==> config.mk <==
export PLATFORM = sky130hd
export DESIGN_NAME = bus_arb2x2
export DESIGN_NICKNAME = d
export VERILOG_FILES = /design/src/rtl/bus_arb2x2.sv
export SDC_FILE = /design/constraint.sdc
export NUM_CORES = 1
export LEC_CHECK = 0
export CAP_MARGIN = 20
export CORE_AREA = 5 5 83 85
export DETAILED_ROUTE_END_ITERATION = 10
export DIE_AREA = 0 0 88 90
export GPL_TIMING_DRIVEN = 0
export PLACE_DENSITY = 0.89
export SYNTH_ARGS = -nofsm -noshare
export SYNTH_HDL_FRONTEND = slang
export SYNTH_SLANG_ARGS = --single-unit
==> constraint.sdc <==
create_clock -name clk -period 1.93 [get_ports clk]
set_input_delay 0.2895 -clock clk [delete_from_list [all_inputs] [get_ports clk]]
set_output_delay 0.2895 -clock clk [all_outputs]
set_load 0.005 [all_outputs]
==> src/rtl/bus_arb2x2.sv <==
// Two-master / two-RAM-slave shared bus: registered grant, combinational address
// decode onto the slave port, and one-cycle read-data return to both masters.
module bus_arb2x2 #(
    parameter int                ADDR_W  = 8,
    parameter int                DATA_W  = 32,
    parameter logic [ADDR_W-6:0] S0_BASE = '0,
    parameter logic [ADDR_W-6:0] S1_BASE = (ADDR_W-5)'(1)
) (
    input  logic              clk,
    input  logic              reset_n,
    input  logic              m0_req,
    input  logic              m0_wr,
    input  logic [ADDR_W-1:0] m0_addr,
    input  logic [DATA_W-1:0] m0_dout,
    output logic              m0_grant,
    input  logic              m1_req,
    input  logic              m1_wr,
    input  logic [ADDR_W-1:0] m1_addr,
    input  logic [DATA_W-1:0] m1_dout,
    output logic              m1_grant,
    output logic [DATA_W-1:0] m_din,
    output logic              s0_cen,
    output logic              s1_cen,
    output logic              s_wen,
    output logic [4:0]        s_addr,
    output logic [DATA_W-1:0] s_din,
    input  logic [DATA_W-1:0] s0_dout,
    input  logic [DATA_W-1:0] s1_dout
);

    localparam logic [0:0] G_M0 = 1'b0;
    localparam logic [0:0] G_M1 = 1'b1;

    localparam logic [1:0] SEL_NONE = 2'd0;
    localparam logic [1:0] SEL_S0   = 2'd1;
    localparam logic [1:0] SEL_S1   = 2'd2;

    localparam logic [ADDR_W-6:0] BASES [2] = '{S0_BASE, S1_BASE};

    logic [0:0]        state_reg, state_next;
    logic [1:0]        sel_reg, sel_next;
    logic              req_g, wr_g;
    logic [ADDR_W-1:0] addr_g;
    logic [DATA_W-1:0] dout_g;
    logic [1:0]        cen;

    // m1 holds the bus for as long as it keeps requesting; m0 only yields when idle.
    always_comb begin
        state_next = state_reg;
        case (state_reg)
            G_M0:    if (!m0_req && m1_req) state_next = G_M1;
            default: if (!m1_req)           state_next = G_M0;
        endcase
    end

    assign m0_grant = (state_reg == G_M0);
    assign m1_grant = (state_reg == G_M1);

    always_comb begin
        if (state_reg == G_M1) begin
            req_g  = m1_req;
            wr_g   = m1_wr;
            addr_g = m1_addr;
            dout_g = m1_dout;
        end else begin
            req_g  = m0_req;
            wr_g   = m0_wr;
            addr_g = m0_addr;
            dout_g = m0_dout;
        end
    end

    genvar gi;
    generate
        for (gi = 0; gi < 2; gi++) begin : g_decode
            assign cen[gi] = req_g && (addr_g[ADDR_W-1:5] == BASES[gi]);
        end
    endgenerate

    assign s0_cen = cen[0];
    assign s1_cen = cen[1];
    assign s_wen  = req_g & wr_g;
    assign s_addr = addr_g[4:0];
    assign s_din  = dout_g;

    // Remember which slave is returning read data next cycle, matching RAM latency.
    always_comb begin
        sel_next = SEL_NONE;
        if (cen[0] && !s_wen)      sel_next = SEL_S0;
        else if (cen[1] && !s_wen) sel_next = SEL_S1;
    end

    always_ff @(posedge clk) begin
        if (!reset_n) begin
            state_reg <= G_M0;
            sel_reg   <= SEL_NONE;
        end else begin
            state_reg <= state_next;
            sel_reg   <= sel_next;
        end
    end

    always_comb begin
        m_din = '0;
        case (sel_reg)
            SEL_S0:  m_din = s0_dout;
            SEL_S1:  m_din = s1_dout;
            default: m_din = '0;
        endcase
    end

endmodule

==> key figures <==
Outcome
  – Status: completed

Final layout
  – Fin cells: 454
  – Ant. Diodes: 0
  – Final instance area: 0.003746 mm²
  – Final nets: 530
  – P&R area growth vs syn: 257.7%
  – Share of cells above drive strength 1: 0.2122
  – Largest register FFs: 2

Detailed routing
  – Antenna viol nets, final: 0
  – WL/cell: 16.05 µm
  – DR iter-0 viols: 14
  – Via count: 2055
  – Post-route DRC: 0
  – DR vias/cell: 4.526
  – Drt total wl: 7286 µm
  – DR pass1 iterations: 4

Power
  – Gate power share: 0.705
  – Max VDD drop: 0.1650 mV
  – Flop pwr share: 0.078
  – Cell Pwr Density: 224.0 mW/mm²
  – Total power: 839.1 µW
  – Sw frac: 0.2227
  – Clk pwr share: 0.217
  – Internal cell power: 652.2 µW
  – Leak Pwr: 0.001762 µW
  – Switching pwr: 186.9 µW

Critical path
  – Critical path cell sequence: buf_6 > buf_4 > buf_8 > mux2_2 > dlygate4sd2_1
  – WP data required: 1.64 ns
  – Reg2reg start: m1_grant
  – WS Path Type: flop to primary output
  – Crit path DAT: 1.56 ns
  – Crit. Startpoint: m1_grant
  – Setup slack, reg-to-reg: 0.68 ns
  – Startpoint Class: flop
  – Crit end category: primary output
  – Reg-to-Reg End: sel_reg[1]
  – Critical path's slowest cell: mux2_2
  – Slowest stage delay, CP: 0.34 ns
  – Crit path max fanout: 10
  – Depth of the most critical reg-to-reg path: 5

STA
  – Hold Fails Final Rpt: 0
  – Worst slew margin: 0.8401
  – Max-slew violations: 0
  – RSZ-0062 raised after global routing: false
  – Fin Setup TNS: 0 ns
  – Fin crit period: 1.848 ns
  – Layout Skew: 0.001942 ns
  – Final Cycle Share: 0.9576
  – Final setup fails: 0
  – Fmax: 0.5411 GHz
  – Worst Tran Pin Value: 0.2399 ns

Global route
  – First-pass GRT wire length: 10610 µm
  – Pin count of the biggest net entering global routing: 11
  – Vias in the first global route: 2186
  – Initial antenna violation count: 0
  – GRT Util Overall: 0.1665
  – Global route total overflow: 0

Floorplanning
  – Row cnt: 29
  – Starting Density: 0.1708
  – Die Wd: 88 µm
  – Die Height: 90 µm
  – Die area: 0.007920 mm²
  – Core area: 0.006132 mm²
  – IO Count: 224

Clocking
  – CTS Buffer Depth: 2
  – Root Buffer: clkbuf_8
  – Hold Buf Count CTS: 0
  – Num CTS Buffers: 3
  – Worst-skew pair later-pin latency: 0.22 ns
  – CTS tree: built
  – Clk sink count: 3
  – Clock-pin slew on the worst setup and hold paths: 0.03 ns
  – H-tree depth: 1

Placed design
  – GPL Wtd Cong: 0.7667
  – Placed cell areas: 0.003376 mm²
  – Input/output buffers: 223
  – Dpl cells: 436
  – Dpl hpwl: 6195 µm

Yosys
  – Synth Warn #: 0
  – Post-synthesis cell type count: 16
  – Syn_nets: 288
  – Post-synth top cells: 37 x mux2_2, 36 x nor2_1, 32 x a22oi_1, 9 x clkbuf_1
  – Cell with the most instances after synthesis: mux2_2
  – Post-synthesis sequential area ratio: 0.05735
  – Synth Cell Area: 0.001047 mm²
  – Post-synthesis cell count: 136
  – Synth Area per Inst: 7.700 µm²
  – Predominant post-synthesis flop cell: dfxtp_1
  – Flip-flop and latch count after synthesis: 3
  – Fraction of registers with async set/reset: 0
  – Top post-synthesis cells by area: mux2_2 40%, a22oi_1 23%, nor2_1 13%
  – Largest area contributor in the netlist: mux2_2
  – EDFF count, synth: 0
  – Top cell type's share of synthesized area: 0.3978

Hold path
  – HP Class: primary input to flop
  – Hold path start: reset_n
  – Hold endpoint: m1_grant
  – Hold-critical path depth: 3

Job
  – # Max-Cap Violations: 0
logic make-up (layout without fill, tap and decap cells):
logic type / after synthesis / in the layout / share of synthesized area
simple gates: 41 / 41 / 0.1684
mux: 39 / 39 / 0.4170
compound gates: 34 / 34 / 0.2545
buf+inv: 17 / 258 / 0.07884
flops: 3 / 3 / 0.05735
fa+ha+maj: 2 / 2 / 0.02389
cell usage in the layout (no fill, tap or decap), drive strengths merged, types with 2 or more instances in the layout:
cell / netlist / final
clkdlybuf4s50: 0 / 152
dlygate4sd2: 0 / 41
mux2: 37 / 37
nor2: 36 / 36
a22oi: 32 / 32
dlymetal6s2s: 0 / 30
buf: 5 / 19
clkbuf: 9 / 13
inv: 3 / 3
dfxtp: 3 / 3
ha: 2 / 2
mux2i: 2 / 2
nor2b: 2 / 2
repair_timing:
| action | CTS | global route |
|---|---|---|
| setup buffers | 1 | 13 |
| pin swaps | 0 | 2 |
| setup endpoints to repair | 70 | 30 |
| gates resized for setup | 84 | 38 |
critical path: cells and delay by family (launching register included):
kind / cells / cell delay (ns)
buffers and inverters: 4 / 0.66
multiplexers: 1 / 0.34
flip-flops: 1 / 0.33
layout make-up:
class / count / area, µm²
plain buffers: 14 / 195.2
multi-input cells: 116 / 974.7
repair buffers: 237 / 2361
well taps: 77 / 96.34
clock buffers: 4 / 45.04
flip-flops and latches: 3 / 62.56
fillers: 496 / 2386
inverters: 3 / 11.26
worst max-delay path by stage:
stage	cells past startpoint	to
final	5	s_din[13]
after detailed placement	5	s0_cen
after global placement	5	s0_cen
after floorplan	5	m_din[17]
after global routing	5	s_din[13]
after CTS	5	s0_cen
metrics by stage:
stage	hold slack (ns)	setup WS (ns)	utilization
floorplan	0.4033	0.5808	-
global placement	0.6975	-0.1363	0.5505
detailed placement	0.7077	-0.1611	0.5505
CTS	0.6761	-0.09768	0.5766
global route	0.6955	0.007501	0.6109
finish	0.6830	0.08182	0.6109
layer usage:
metal	track usage	part of all wire	routed length [µm]	vias to the layer above
met5	0	0	0	-
met2	0.3160	0.52	3778	144
li1	-	-	-	989
met3	0.06216	0.14	1039	10
met1	0.1599	0.32	2359	912
met4	0.05371	0.015	108	0
power groups by stage:
stage	Clock, µW	Combinational [µW]	Sequential, µW
final	182	592	65.5
after global routing	194	631	65.6
after CTS	190	584	65.5
after detailed placement	0	572	65.9
after global placement	0	564	66.0
after floorplan	0	125	66.0
No activity file was read; power rests on OpenSTA's default activity.
